==> src/rtl/seg7_pkg.sv <==
// Shared constants and types for the seven-segment scan driver.
// Combinational definitions only; no latency, no flow control.
// Patterns are active-low {g,f,e,d,c,b,a}.
package seg7_pkg;

    localparam int NUM_DIGITS = 4;

    localparam logic [6:0] SEG_0     = 7'h40;
    localparam logic [6:0] SEG_1     = 7'h79;
    localparam logic [6:0] SEG_2     = 7'h24;
    localparam logic [6:0] SEG_3     = 7'h30;
    localparam logic [6:0] SEG_4     = 7'h19;
    localparam logic [6:0] SEG_5     = 7'h12;
    localparam logic [6:0] SEG_6     = 7'h02;
    localparam logic [6:0] SEG_7     = 7'h78;
    localparam logic [6:0] SEG_8     = 7'h00;
    localparam logic [6:0] SEG_9     = 7'h10;
    localparam logic [6:0] SEG_DASH  = 7'h3F;
    localparam logic [6:0] SEG_BLANK = 7'h7F;

    typedef logic [NUM_DIGITS-1:0] an_t;

    localparam an_t AN_OFF = '1;

    function automatic an_t an_select(input logic [1:0] idx);
        an_select = ~(an_t'(1) << idx);
    endfunction

endpackage

==> src/rtl/seg7_scan_if.sv <==
// Display-side bundle: BCD load port in, segment/anode drive out.
// No latency of its own; load is never backpressured.
// master drives bcd/load, slave is the scan driver.
interface seg7_scan_if;
    import seg7_pkg::*;

    logic [15:0] bcd;
    logic        load;
    logic [6:0]  seg;
    logic        dp;
    an_t         an;
    logic        frame_tick;

    modport master (
        output bcd, load,
        input  seg, dp, an, frame_tick
    );

    modport slave (
        input  bcd, load,
        output seg, dp, an, frame_tick
    );

endinterface

==> src/rtl/bcd_to_seg7.sv <==
// Nibble to active-low seven-segment pattern; non-decimal nibbles show a dash.
// Purely combinational, zero latency.
// No flow control.
module bcd_to_seg7
    import seg7_pkg::*;
(
    input  logic [3:0] nib,
    output logic [6:0] seg
);

    always_comb begin
        seg = SEG_DASH;
        case (nib)
            4'd0:    seg = SEG_0;
            4'd1:    seg = SEG_1;
            4'd2:    seg = SEG_2;
            4'd3:    seg = SEG_3;
            4'd4:    seg = SEG_4;
            4'd5:    seg = SEG_5;
            4'd6:    seg = SEG_6;
            4'd7:    seg = SEG_7;
            4'd8:    seg = SEG_8;
            4'd9:    seg = SEG_9;
            default: seg = SEG_DASH;
        endcase
    end

endmodule

==> src/rtl/seg7_scan.sv <==
// Four-digit multiplexed 7-seg driver; loads defer to the frame boundary (optional SEG7_LZB_EN blanks leading zeros).
// Outputs registered: one cycle behind cnt/idx/disp; load-to-display 1..4*DIGIT_CYCLES cycles.
// No backpressure: load is always accepted, the last load before a boundary wins.
module seg7_scan
    import seg7_pkg::*;
#(
    parameter int DIGIT_CYCLES = 100000,
    parameter int BLANK_CYCLES = 4
) (
    input  logic        clk,
    input  logic        rst,
    seg7_scan_if.slave  disp_if
);

    localparam int CW = (DIGIT_CYCLES > 2) ? $clog2(DIGIT_CYCLES) : 1;
    localparam logic [CW-1:0] CNT_LAST = CW'(DIGIT_CYCLES - 1);
    localparam logic [CW-1:0] BLANK_C  = CW'(BLANK_CYCLES);

    logic [CW-1:0] cnt_q, cnt_d;
    logic [1:0]    idx_q, idx_d;
    logic [15:0]   shadow_q, shadow_d;
    logic [15:0]   disp_q, disp_d;
    logic          pending_q, pending_d;
    logic [6:0]    seg_q, seg_d;
    an_t           an_q, an_d;
    logic          frame_tick_q, frame_tick_d;

    logic          slot_end;
    logic          boundary;
    logic          blank;
    logic          lead_zero;
    logic [3:0]    nib;
    logic [6:0]    dec_seg;

    assign nib = disp_q[{idx_q, 2'b00} +: 4];

    bcd_to_seg7 u_dec (
        .nib (nib),
        .seg (dec_seg)
    );

`ifdef SEG7_LZB_EN
    // Blank when this digit and everything above it is zero; digit 0 always shows.
    assign lead_zero = (idx_q != 2'd0) && ((disp_q >> {idx_q, 2'b00}) == 16'h0000);
`else
    assign lead_zero = 1'b0;
`endif

    always_comb begin
        slot_end = (cnt_q == CNT_LAST);
        boundary = slot_end && (idx_q == 2'd3);
        blank    = (cnt_q < BLANK_C);

        cnt_d     = slot_end ? '0 : cnt_q + CW'(1);
        idx_d     = slot_end ? idx_q + 2'd1 : idx_q;
        shadow_d  = disp_if.load ? disp_if.bcd : shadow_q;
        pending_d = pending_q;
        disp_d    = disp_q;

        if (boundary) begin
            // A load landing on the boundary bypasses the shadow entirely.
            pending_d = 1'b0;
            if (disp_if.load) begin
                disp_d = disp_if.bcd;
            end else if (pending_q) begin
                disp_d = shadow_q;
            end
        end else if (disp_if.load) begin
            pending_d = 1'b1;
        end

        an_d         = blank ? AN_OFF : an_select(idx_q);
        seg_d        = (blank || lead_zero) ? SEG_BLANK : dec_seg;
        frame_tick_d = boundary;
    end

    always_ff @(posedge clk) begin
        if (rst) begin
            cnt_q        <= '0;
            idx_q        <= 2'd0;
            shadow_q     <= 16'h0000;
            disp_q       <= 16'h0000;
            pending_q    <= 1'b0;
            seg_q        <= SEG_BLANK;
            an_q         <= AN_OFF;
            frame_tick_q <= 1'b0;
        end else begin
            cnt_q        <= cnt_d;
            idx_q        <= idx_d;
            shadow_q     <= shadow_d;
            disp_q       <= disp_d;
            pending_q    <= pending_d;
            seg_q        <= seg_d;
            an_q         <= an_d;
            frame_tick_q <= frame_tick_d;
        end
    end

    assign disp_if.seg        = seg_q;
    assign disp_if.an         = an_q;
    assign disp_if.frame_tick = frame_tick_q;
    assign disp_if.dp         = 1'b1;

endmodule
==> src/flat_wrapper.sv <==
// flat-port wrapper written by rule: the top's interface ports become plain ports
module seg7_scan_flat import seg7_pkg::*;
#(
    parameter int DIGIT_CYCLES = 100000,
    parameter int BLANK_CYCLES = 4
)
  (clk, rst, disp_if_bcd, disp_if_load, disp_if_seg, disp_if_dp, disp_if_an, disp_if_frame_tick);
  seg7_scan_if disp_if_i ();
  input  logic clk;
  input  logic rst;
  input wire logic [$bits(disp_if_i.bcd)-1:0] disp_if_bcd;
  input wire logic [$bits(disp_if_i.load)-1:0] disp_if_load;
  output wire logic [$bits(disp_if_i.seg)-1:0] disp_if_seg;
  output wire logic [$bits(disp_if_i.dp)-1:0] disp_if_dp;
  output wire logic [$bits(disp_if_i.an)-1:0] disp_if_an;
  output wire logic [$bits(disp_if_i.frame_tick)-1:0] disp_if_frame_tick;
  assign disp_if_i.bcd = disp_if_bcd;
  assign disp_if_i.load = disp_if_load;
  assign disp_if_seg = disp_if_i.seg;
  assign disp_if_dp = disp_if_i.dp;
  assign disp_if_an = disp_if_i.an;
  assign disp_if_frame_tick = disp_if_i.frame_tick;
  seg7_scan #(.DIGIT_CYCLES(DIGIT_CYCLES), .BLANK_CYCLES(BLANK_CYCLES)) u_core (.clk(clk), .rst(rst), .disp_if(disp_if_i));
endmodule
==> config.mk <==
export PLATFORM = sky130hd
export DESIGN_NAME = seg7_scan_flat
export DESIGN_NICKNAME = d
export VERILOG_FILES = /design/src/rtl/seg7_pkg.sv /design/src/rtl/seg7_scan_if.sv /design/src/rtl/bcd_to_seg7.sv /design/src/rtl/seg7_scan.sv /design/src/flat_wrapper.sv
export SDC_FILE = /design/constraint.sdc
export NUM_CORES = 1
export LEC_CHECK = 0
export ABC_AREA = 1
export BUFFER_PORTS_ARGS = -buffer_cell sky130_fd_sc_hd__buf_2
export CAP_MARGIN = 0
export CORE_MARGIN = 3
export CORE_UTILIZATION = 56
export DETAILED_ROUTE_END_ITERATION = 8
export GPL_ROUTABILITY_DRIVEN = 1
export PLACE_DENSITY = 0.74
export REMOVE_ABC_BUFFERS = 1
export SKIP_LAST_GASP = 1
export SYNTH_ARGS = -nofsm -noshare
export SYNTH_HDL_FRONTEND = slang
export SYNTH_SLANG_ARGS = --single-unit
==> constraint.sdc <==
create_clock -name clk -period 3.5 [get_ports clk]
set_input_delay 0.35 -clock clk [delete_from_list [all_inputs] [get_ports clk]]
set_output_delay 0.35 -clock clk [all_outputs]
set_load 0.01 [all_outputs]
==> summary.md <==
The flow ran to the end, and the final reports show no timing, DRC or antenna violations. The signed area change from the synthesized netlist to the final layout came out at 12.1%. The detailed-route wire length per cell was 11.5 um; the wire length of the first global-routing pass was 10300 um.

For the die area, the log shows 0.00642 mm2. Final-stage net count: 457. Synthesis produced a netlist whose cell count is 403. The tree is rooted in a sky130_fd_sc_hd__clkbuf_8. The tools report the final hold violation count as 0. The tools report the maximum number of pins on one net before global-route repair as 22. Average cell area after synthesis: 7.64 um2. The number of I/O port buffers is 30. Leaving out fill and tap cells, the most frequent cell in the layout is sky130_fd_sc_hd__nand2_1. Setup repair after global routing left no endpoint under its margin.

The number of buffer and inverter instances along the worst setup path was 1. The kind of cell with the highest combined delay along the critical path is adder cells. The final-layout setup total negative slack was 0 ps.

The highest cell delay on the worst timing path came out at 740 ps. The tools report the number of vias in the routed layout as 2479. The number of setup buffers added after CTS is 0. The floorplan step defined a core boundary enclosing 0.00520 mm2. The worst hold slack across all endpoints came out at 268 ps.

The run gives 1.51 nW as the leakage power total. Leaving out fill and tap cells, the most frequent cells in the layout are sky130_fd_sc_hd__nand2_1 (77), sky130_fd_sc_hd__dfxtp_1 (64), sky130_fd_sc_hd__nor2_1 (57). The tools report the global-route congestion overflow total as 0. The tools report the launching element type of the critical path as a flip-flop.

The clock period could shrink to 2080 ps. The via count of the first global-routing pass is 2435. The worst hold path belongs to the class in -> reg. The count of pins over their slew limit is 0, and the total of endpoints with negative setup slack in the final report is 0. After synthesis, the largest area contributor takes up 41.6% of total cell area. The count of nets left with antenna violations once routing finished came out at 0. The number of buffers created by CTS is 9.

The worst slew slack as a fraction of its limit was 50.1%; the all-layer global routing usage was 20.2%. For this run, the top clock speed supported by timing is 481 MHz. In the post-synthesis netlist, the biggest area contributors are sky130_fd_sc_hd__dfxtp_1 (42%), sky130_fd_sc_hd__nand2_1 (9.4%), sky130_fd_sc_hd__nor2_1 (6.9%).

The row count was 26. The run gives 4 as the detailed-router iteration count before antenna repair. The number of antenna violations at the first check in global routing came out at 0. The clock arrives with 7.71 ps of skew. The placer congestion estimate came out at 0.885.

The tree built by TritonCTS fans out to 64 sinks. The effective utilization at floorplan was 59.2%; the clock slew at the register clock pins of the worst setup and hold paths was 70 ps. The power per standard cell area is 459 mW/mm2.

Synthesis instantiated 31 different standard cells from the library. Along the worst path, the maximum fanout reaches 19. The slowest stage of the critical path belongs to the cell sky130_fd_sc_hd__ha_1. After detailed routing, the number of remaining DRC violations is 0. For this block, the routed nets add up to 5800 um of wire. Across the run, the number of max-cap violations was 0. The ratio of cells with drive above 1 in the final layout was 17.6%. The die span in x works out to 80.2 um. The synthesized netlist occupies a cell area of 0.00308 mm2.

In this run, synthesis produced a sequential element count of 64. The top-level port count is 32. TritonCTS built the clock tree.

The peak supply drop was 0.463 mV; the actual slew at the worst max-slew pin was 748 ps. The tools report the number of H-tree levels as 3. The post-cts gate resize count is 0. The number of synthesis warnings was 0; the post-synthesis sequential area ratio was 41.6%. For the estimated wirelength of the detail-placed design, the log shows 3900 um. The number of antenna diodes in the final layout is 0. The critical path start-end classification was reg -> reg. The category of the worst setup path capture point is a flip-flop. From bottom edge to top edge, the die measures 80.2 um. Of the available clock period, the critical path in the final layout requires 59.4%. The endpoint arrival time on the critical path came out at 2350 ps.

The critical path goes through ha_1, nand3_4, nand2_1, inv_1, nor2_1. The clock latency of the later-clocked register in the worst-skew pair was 340 ps. For this block, the initial DRC count from the detailed router was 125.

For the required time reported for the critical path endpoint, the log shows 3780 ps. Top cell type by total area after synthesis: sky130_fd_sc_hd__dfxtp_1. The routed via count divided by cell count came out at 4.93. After clock tree synthesis, the flow added hold-fix buffers numbering 0. Buffer levels on the longest clock path: 2.
-- Yosys cell counts --
cell type	count
sky130_fd_sc_hd__nand2_1	77
sky130_fd_sc_hd__dfxtp_1	64
sky130_fd_sc_hd__nor2_1	57
sky130_fd_sc_hd__inv_1	54
sky130_fd_sc_hd__nand4_1	20
sky130_fd_sc_hd__nand3_1	19
sky130_fd_sc_hd__mux2i_1	16
sky130_fd_sc_hd__nand2_2	14
sky130_fd_sc_hd__a21oi_1	11
sky130_fd_sc_hd__ha_1	10
sky130_fd_sc_hd__o21ai_0	8
sky130_fd_sc_hd__xor2_1	7
sky130_fd_sc_hd__buf_2	6
sky130_fd_sc_hd__nor3_1	5
sky130_fd_sc_hd__inv_2	4
sky130_fd_sc_hd__or2_2	4
sky130_fd_sc_hd__buf_4	3
sky130_fd_sc_hd__buf_6	3
sky130_fd_sc_hd__nand3_4	3
sky130_fd_sc_hd__buf_1	2
sky130_fd_sc_hd__clkbuf_1	2
sky130_fd_sc_hd__nand3b_1	2
sky130_fd_sc_hd__nor2_2	2
sky130_fd_sc_hd__nor2_4	2
sky130_fd_sc_hd__xnor2_1	2
sky130_fd_sc_hd__a21oi_2	1
sky130_fd_sc_hd__conb_1	1
sky130_fd_sc_hd__nor2_8	1
sky130_fd_sc_hd__nor3_2	1
sky130_fd_sc_hd__o211ai_1	1
sky130_fd_sc_hd__or2_0	1
-- metal layers --
layer,wire [um],share of wire [%],up-vias,global-route usage (%)
li1,-,-,1306,-
met1,2670,46,1097,24.4
met2,2700,47,66,33.8
met3,344,5.9,10,4.15
met4,91,1.6,0,10.5
met5,0,0,-,0
-- power breakdown --
| part | total (mW) | internal, mW | switching, mW | leakage [nW] |
|---|---|---|---|---|
| clock network | 0.761 | 0.474 | 0.287 | 0.110 |
| logic | 0.0706 | 0.0279 | 0.0427 | 0.881 |
| registers | 0.752 | 0.746 | 0.00601 | 0.520 |
| total | 1.58 | 1.25 | 0.336 | 1.51 |
-- layout make-up --
cell class | instances | area (um2)
flip-flops and latches | 64 | 1280
fillers | 468 | 1750
inverters | 58 | 218
well taps | 70 | 87.6
clock buffers | 11 | 131
repair buffers | 30 | 150
clock inverters | 5 | 105
multi-input cells | 265 | 1480
-- logic make-up (layout without fill, tap and decap cells) --
kind of cell | Yosys count | in the layout | share of synthesized area (%)
simple gates | 208 | 208 | 32.5
buf+inv | 74 | 104 | 10.4
flops | 64 | 64 | 41.6
compound gates | 21 | 21 | 3.62
mux | 16 | 16 | 5.20
fa+ha+maj | 10 | 10 | 4.06
xor+xnor | 9 | 9 | 2.56
other cells | 1 | 1 | 0.122
-- worst paths after layout --
path	start	endpoint	slack (ps)	cells after the start
min reg2reg	u_core.cnt_q[0]	u_core.cnt_q[0]	460	1
max reg2reg	u_core.idx_q[0]	u_core.disp_q[1]	1420	5
min	disp_if_bcd[11]	u_core.shadow_q[11]	270	3
max	u_core.idx_q[0]	u_core.disp_q[1]	1420	5
-- state kept, by name, indices dropped and copies added (netlist names) --
register and cells:
u_core.disp_if.an 4, u_core.pending_q 1, u_core.disp_q 16, u_core.idx_q 2
u_core.cnt_q 17, u_core.disp_if.seg 7, u_core.shadow_q 16, u_core.disp_if.frame_tick 1
-- worst min-delay path: cells and delay by family --
| kind | cells | cell delay (ps) |
|---|---|---|
| buf+inv | 1 | 70 |
| simple gates | 1 | 80 |
| mux | 1 | 70 |
-- metrics by stage --
stage / utilization (%) / total power, mW / instances / setup WS (ps) / instance area, um2
floorplan: - / 0.810 / 387 / 1840 / 2980
global placement: 61.8 / 0.838 / 487 / 1540 / 3220
detailed placement: 61.8 / 0.840 / 487 / 1440 / 3220
CTS: 66.3 / 1.60 / 503 / 1430 / 3450
global route: 66.3 / 1.64 / 503 / 1180 / 3450
finish: 66.3 / 1.58 / 503 / 1420 / 3450
Power figures use the tool's default switching activity.
